$ cat src/rtl/factorial_ctrl.sv
// ---------------------------------------------------------------------------
// factorial_ctrl
//   Moore FSM that sequences an external factorial datapath. The datapath
//   holds a down-counter and a product register. This controller loads both,
//   then alternates CHECK/MULT until the counter reaches 1. It finishes in
//   DONE, or in ERROR when the operand is out of range.
//
//   Every output is a pure decode of the registered state (plus the
//   registered timeout flag), so no input reaches an output combinationally.
//
// Parameters
//   TIMEOUT_ITERS  MULT count at which the watchdog aborts (watchdog builds)
//
// Ports
//   clk           in   single clock, rising edge
//   rst           in   asynchronous active-low reset
//   go            in   start request, held by requester until done/error
//   a_gt_b        in   datapath flag: down-counter > 1
//   err           in   datapath flag: operand n > 12
//   prod_mux_sel  out  product mux: 0 = constant 1, 1 = product*count
//   prod_reg_ld   out  product register load
//   cnt_ld        out  down-counter load
//   cnt_en        out  down-counter decrement
//   out_mux_sel   out  result mux: 1 = product, 0 = zero
//   busy          out  operation in progress (INIT/CHECK/MULT)
//   done          out  result valid
//   error         out  operand rejected or watchdog abort
//   timeout       out  ERROR was caused by the watchdog
//
// Build option
//   FACT_CTRL_TIMEOUT_EN  when defined, adds an iteration watchdog that
//                         forces ERROR with timeout=1 after TIMEOUT_ITERS
//                         MULT cycles; when undefined, timeout is tied to 0.
// ---------------------------------------------------------------------------
module factorial_ctrl #(
  parameter int TIMEOUT_ITERS = 12
) (
  input  logic clk,
  input  logic rst,
  input  logic go,
  input  logic a_gt_b,
  input  logic err,
  output logic prod_mux_sel,
  output logic prod_reg_ld,
  output logic cnt_ld,
  output logic cnt_en,
  output logic out_mux_sel,
  output logic busy,
  output logic done,
  output logic error,
  output logic timeout
);

  localparam logic [2:0] S_IDLE  = 3'd0;
  localparam logic [2:0] S_INIT  = 3'd1;
  localparam logic [2:0] S_CHECK = 3'd2;
  localparam logic [2:0] S_MULT  = 3'd3;
  localparam logic [2:0] S_DONE  = 3'd4;
  localparam logic [2:0] S_ERROR = 3'd5;

  logic [2:0] r_state;
  logic [2:0] w_next_state;

`ifdef FACT_CTRL_TIMEOUT_EN
  localparam int ITER_W = $clog2(TIMEOUT_ITERS + 1);

  logic [ITER_W-1:0] r_iter;
  logic              r_timeout;
  logic              w_expire;

  // The count equals the number of MULT cycles since INIT, so it is
  // compared directly against the limit in CHECK.
  assign w_expire = (r_iter == ITER_W'(TIMEOUT_ITERS));
`endif

  // Next-state logic. Unused encodings fall through to IDLE.
  always_comb begin
    w_next_state = S_IDLE;
    case (r_state)
      S_IDLE:  w_next_state = go ? S_INIT : S_IDLE;
      S_INIT:  w_next_state = S_CHECK;
      S_CHECK: begin
        if (err) begin
          w_next_state = S_ERROR;
        end else if (a_gt_b) begin
`ifdef FACT_CTRL_TIMEOUT_EN
          w_next_state = w_expire ? S_ERROR : S_MULT;
`else
          w_next_state = S_MULT;
`endif
        end else begin
          w_next_state = S_DONE;
        end
      end
      S_MULT:  w_next_state = S_CHECK;
      S_DONE:  w_next_state = go ? S_DONE : S_IDLE;
      S_ERROR: w_next_state = go ? S_ERROR : S_IDLE;
      default: w_next_state = S_IDLE;
    endcase
  end

  // State register. Reset abandons any operation in flight.
  always_ff @(posedge clk or negedge rst) begin
    if (!rst) begin
      r_state <= S_IDLE;
    end else begin
      r_state <= w_next_state;
    end
  end

`ifdef FACT_CTRL_TIMEOUT_EN
  // Watchdog: the count clears in INIT and advances once per MULT. The
  // timeout flag is captured on the CHECK->ERROR decision. It holds for as
  // long as ERROR lasts, so a plain operand error never reports timeout.
  always_ff @(posedge clk or negedge rst) begin
    if (!rst) begin
      r_iter    <= '0;
      r_timeout <= 1'b0;
    end else begin
      if (r_state == S_INIT) begin
        r_iter <= '0;
      end else if (r_state == S_MULT) begin
        r_iter <= r_iter + ITER_W'(1);
      end

      if (r_state == S_CHECK) begin
        r_timeout <= !err && a_gt_b && w_expire;
      end else if (r_state != S_ERROR) begin
        r_timeout <= 1'b0;
      end
    end
  end

  assign timeout = (r_state == S_ERROR) && r_timeout;
`else
  // Watchdog compiled out: timeout is a constant 0. The parameter has no
  // effect in this build, because a positive limit always makes the
  // comparison false.
  localparam logic TIMEOUT_TIE = (TIMEOUT_ITERS < 0);

  assign timeout = TIMEOUT_TIE;
`endif

  // Moore output decode. Unreachable encodings leave every output at 0.
  always_comb begin
    prod_mux_sel = 1'b0;
    prod_reg_ld  = 1'b0;
    cnt_ld       = 1'b0;
    cnt_en       = 1'b0;
    out_mux_sel  = 1'b0;
    busy         = 1'b0;
    done         = 1'b0;
    error        = 1'b0;
    case (r_state)
      S_INIT: begin
        cnt_ld      = 1'b1;
        prod_reg_ld = 1'b1;
        busy        = 1'b1;
      end
      S_CHECK: begin
        busy = 1'b1;
      end
      S_MULT: begin
        prod_mux_sel = 1'b1;
        prod_reg_ld  = 1'b1;
        cnt_en       = 1'b1;
        busy         = 1'b1;
      end
      S_DONE: begin
        done        = 1'b1;
        out_mux_sel = 1'b1;
      end
      S_ERROR: begin
        error = 1'b1;
      end
      default: begin
      end
    endcase
  end

endmodule
$ cat config.mk
export PLATFORM = sky130hd
export DESIGN_NAME = factorial_ctrl
export DESIGN_NICKNAME = d
export VERILOG_FILES = /design/src/rtl/factorial_ctrl.sv
export SDC_FILE = /design/constraint.sdc
export NUM_CORES = 1
export LEC_CHECK = 0
export CAP_MARGIN = 25
export CORE_AREA = 2 2 39 41
export DETAILED_ROUTE_END_ITERATION = 10
export DIE_AREA = 0 0 41 43
export PLACE_DENSITY = 0.45
export SLEW_MARGIN = 0
export SYNTH_ARGS = -nofsm -noshare
export SYNTH_HDL_FRONTEND = slang
export SYNTH_SLANG_ARGS = --single-unit
export TNS_END_PERCENT = 1
$ cat constraint.sdc
create_clock -name clk -period 1.2 [get_ports clk]
set_clock_uncertainty 0.15 [all_clocks]
set_input_delay 0.18 -clock clk [delete_from_list [all_inputs] [get_ports clk]]
set_output_delay 0.18 -clock clk [all_outputs]
set_load 0.03 [all_outputs]
* Word level (Yosys, flattened, before mapping)
Cells that the tools add are included.
** Operators by class
- Equality and inequality tests :: 5
- Muxes and demuxes :: 12
- Reductions and logical operators :: 3
** Operators with widths (count)
- $pmux W3 S5 :: 1
- $mux W3 :: 4
- $mux W1 :: 7
- $eq A3 B2 Y1 const B :: 2
- $eq A3 B3 Y1 const B :: 2
- $eq A3 B1 Y1 const B :: 1
- $logic_not A3 Y1 :: 1
- $reduce_or A3 Y1 :: 1
- $reduce_or A2 Y1 :: 1
** Word-level totals
- Register bits :: 3
- Input port bits :: 5
- Output and inout port bits :: 9
- Logic and storage cells :: 21

* Depth between registers and ports, before layout
Gate-level depths: netlist of run 1.
- Word-level depth :: 3
- Mapped depth :: 3
- Mapped depth without buffers :: 2

* Worst setup path after synthesis of run 1
Ideal clock, no wire load.
- Path type :: register -> output
- Start :: register r_state[2]
- End :: output port prod_mux_sel
- Arrival time :: 1532 ps
- Data required time :: 870 ps
- Setup slack :: -662 ps
- Cell stages (with the launch flop) :: 4
- Buffers on the path :: 1
- Cell sequence :: dfrtp_1 nor2b_1 and2_1 buf_4
** On the way
- Word-level cells in the longest chain between the ends :: 2
** RTL lines
- start: declaration :: line 61 : logic [2:0] r_state;
- start signal: assignment :: line 107 : r_state <= w_next_state;
- $eq A3 B2 Y1
- $mux W1
- end: declaration :: line 43 : output logic prod_mux_sel,
No other way between the ends.

* Final worst setup path of run 1
- Start :: register r_state[1]
- End :: output port cnt_ld
** On the way
- Word-level cells in the longest chain between the ends :: 2
** RTL lines
- $eq A3 B1 Y1 :: line 154 : case (r_state)
- $mux W1 :: line 154
- end: declaration :: line 45 : output logic cnt_ld,
No other way between the ends.

==> results of run 1 <==
## placed cells by master (no fill, tap or decap), types with 2 or more instances in the layout
cell type,netlist,layout
nor2b_4,0,2
buf_4,3,7
buf_6,0,8
dfrtp_1,3,2
a32o_1,2,2
clkdlybuf4s50_1,0,4
clkbuf_4,0,3
and2_4,0,2
nor2_1,3,3
## worst min-delay path by stage
stage | startpoint | slack, ns | end
after detailed placement | rst | 0.23 | r_state[0]
final | go | 0.46 | r_state[2]
after floorplan | rst | -0.27 | r_state[0]
after global routing | go | 0.48 | r_state[2]
after CTS | go | 0.44 | r_state[2]
after global placement | rst | 0.23 | r_state[1]
## what timing repair did
item,CTS,global route
gates cloned,0,0
pin swaps,1,2
hold buffers,1,0
endpoints found under the setup margin,8,10
gates resized for setup,10,2
endpoints found under the hold margin,3,0
## kinds of logic (layout without fill, tap and decap cells)
family,Yosys count,after routing
and+or+nand+nor,13,13
other,1,1
AOI/OAI and AO/OA,3,3
DFF,3,3
buffers and inverters,4,25
xor gates and xnor gates,1,1
## power groups by stage
stage          clock, W  combinational (W)  sequential [W]
6_report       0.000174           0.000905        0.000214
5_1_grt        0.000201           0.000984        0.000223
4_1_cts        0.000190           0.000880        0.000216
3_5_place_dp          0           0.000802        0.000204
3_3_place_gp          0           0.000790        0.000204
2_1_floorplan         0           0.000465        0.000226
## worst max-delay path: cells and delay by family, from the launching register on
family	cells	cell delay [ns]
buffers and inverters	2	0.30
and+or+nand+nor	1	0.17
DFF	1	0.42
## synth_stat cells (all sizes together)
master | number | area [um^2]
a21oi | 1 | 5.00
a32o | 2 | 20.0
and2 | 3 | 18.8
buf | 3 | 22.5
conb | 1 | 3.75
dfrtp | 3 | 75.1
inv | 1 | 3.75
nand2b | 1 | 6.26
nand3b | 1 | 7.51
nor2 | 3 | 11.3
nor2b | 3 | 18.8
nor3 | 1 | 5.00
or2 | 1 | 6.26
xnor2 | 1 | 8.76
## through the flow
step / setup slack, ns / total power [W]
2_1_floorplan: -0.190 / 0.000691
3_3_place_gp: -0.203 / 0.000994
3_5_place_dp: -0.242 / 0.00101
4_1_cts: -0.271 / 0.00129
5_1_grt: -0.310 / 0.00141
6_report: -0.237 / 0.00129
## routing by layer
layer  vias up  wire (um)  global-route usage
met3         0         39              0.0157
met4         0          0              0.0800
met2        10        293               0.128
met5         -          0                   0
li1        121          -                   -
met1       113        193              0.0841
## layout make-up
type	count	area, um^2
clock buffer	4	26.3
fill	152	922
inverter	1	3.75
multi-input combinational	18	143
sequential	3	76.3
tap	16	20.0
timing repair buffer	20	193
==> key figures, run 1 <==
Global route
  – GRT Util Overall: 0.0825
  – First-pass GRT wire length: 952 um
  – Vias in the first global route: 249
  – Largest net degree at the start of global routing: 6
  – Initial antenna violation count: 0
  – Gr ovfl total: 0

Synthesis
  – Adder-cell share of the synthesized area: 0
  – XOR/XNOR Fraction of Synth Area: 0.0412
  – Synth unique cells: 14
  – Yosys warnings: 0
  – Synth Area in Compound Gates: 0.118
  – Mux cell area share after synthesis: 0
  – Seq cells post-synth: 3
  – Synth Area per Inst: 8.51 um^2
  – Largest family of logic cells by synthesized area: simple AND/OR/NAND/NOR gates
  – Post-Syn Nets: 30
  – Post-Synth Simple-Gate Area: 0.347
  – Post-Syn Instances: 25
  – Synthesized cell area: 213 um^2
  – Sequential cell area fraction in the yosys report: 0.353

STA
  – Slew Viols, Final: 0
  – Setup violations, final: 8
  – Final hold violations: 0
  – Post-layout min period: 1.44 ns
  – Tcrit/Tclk final: 1.20
  – Fmax: 0.696 GHz
  – Total negative slack: -1.62 ns
  – RSZ-0062 raised after global routing: true
  – Setup WS post-layout: -0.237 ns
  – Min Hold Slack: 0.459 ns

Floorplan
  – I/O Pins: 14
  – Initial Utilization: 0.154
  – Core Area: 1380 um^2
  – Die Y: 43 um
  – Total die area: 1760 um^2
  – Die Span X: 41 um
  – FP Rows: 14

Pwr
  – Internal: 0.000737 W
  – Clock power frac: 0.135
  – Flop pwr share: 0.165
  – Power per cell area: 2800 nW/um^2
  – Net switching power: 0.000556 W
  – Comb pwr share: 0.700
  – Sw Share: 0.430
  – Maximum vdd drop: 891 uV
  – Leak pwr: 0.211 nW

Layout
  – Area Growth Syn to Fin: 117%
  – Max FFs per register: 3
  – Share of cells above drive strength 1: 0.543
  – # nets final: 52
  – Final core utilization: 0.334
  – Antenna diodes: 0
  – Final Instance Area: 462 um^2
  – Non-Filler Instances: 62
  – Biggest regs: r_state x3
  – Top reg by flops: r_state

Critical path
  – R2r worst-path depth: 3
  – R2r endpoint: r_state[0]
  – Critical path endpoint category: output pin
  – CP Class: flip-flop to output pin
  – Critical path fanouts, max: 3
  – CP arrival: 1.11 ns
  – CP Cell Sequence: buf_6 -> nor3_4 -> buf_6
  – Crit path to: cnt_ld
  – Nature of the critical path startpoint: flip-flop
  – R2R Setup Slk: 0.01 ns
  – Worst R2R Start: r_state[2]
  – Critical path origin: r_state[1]
  – CP peak stage delay: 0.42 ns
  – Slowest CP cell: dfrtp_1
  – CP required: 0.87 ns
  – Crit-path most repeated cell: buf_6

CTS
  – H-Tree Depth: 1
  – Clock buffer depth: 2
  – CTS Buf Count: 3
  – Worst-path clk slew: 0.04 ns
  – Post-CTS Setup Bufs: 0
  – Clock root cell: clkbuf_4
  – Clock Sinks: 3
  – Clk_lat worst skew: 0.23 ns
  – CTS tree: yes

Drt
  – Vias/cell: 3.94
  – Initial DRC Count: 4
  – Detailed Route WL: 526 um
  – Drt wl/cell: 8.48 um
  – Remaining antenna violation count after routing: 0
  – First-pass iteration count of the detailed router: 2
  – Drt drc: 0
  – DR vias: 244

Status
  – Failing checks: setup timing
  – Status: finished, violations left

Hold path
  – Hold path depth: 2
  – HP Class: primary input to flip-flop

Placed design
  – Gpl congestion: 0.665
  – Post-DP HPWL: 462 um
  – Placed instance count: 57
  – Post-DP Area: 380 um^2
  – IO buf count: 12

Run
  – Max-cap check violation count: 0
No activity file was read; power rests on OpenSTA's default activity.
==> run 2, diff against run 1 <==
HOLD_SLACK_MARGIN = 0.12   (was default)
==> results of run 2 <==
Final layout, timing and power as in run 1 (identical DEF).
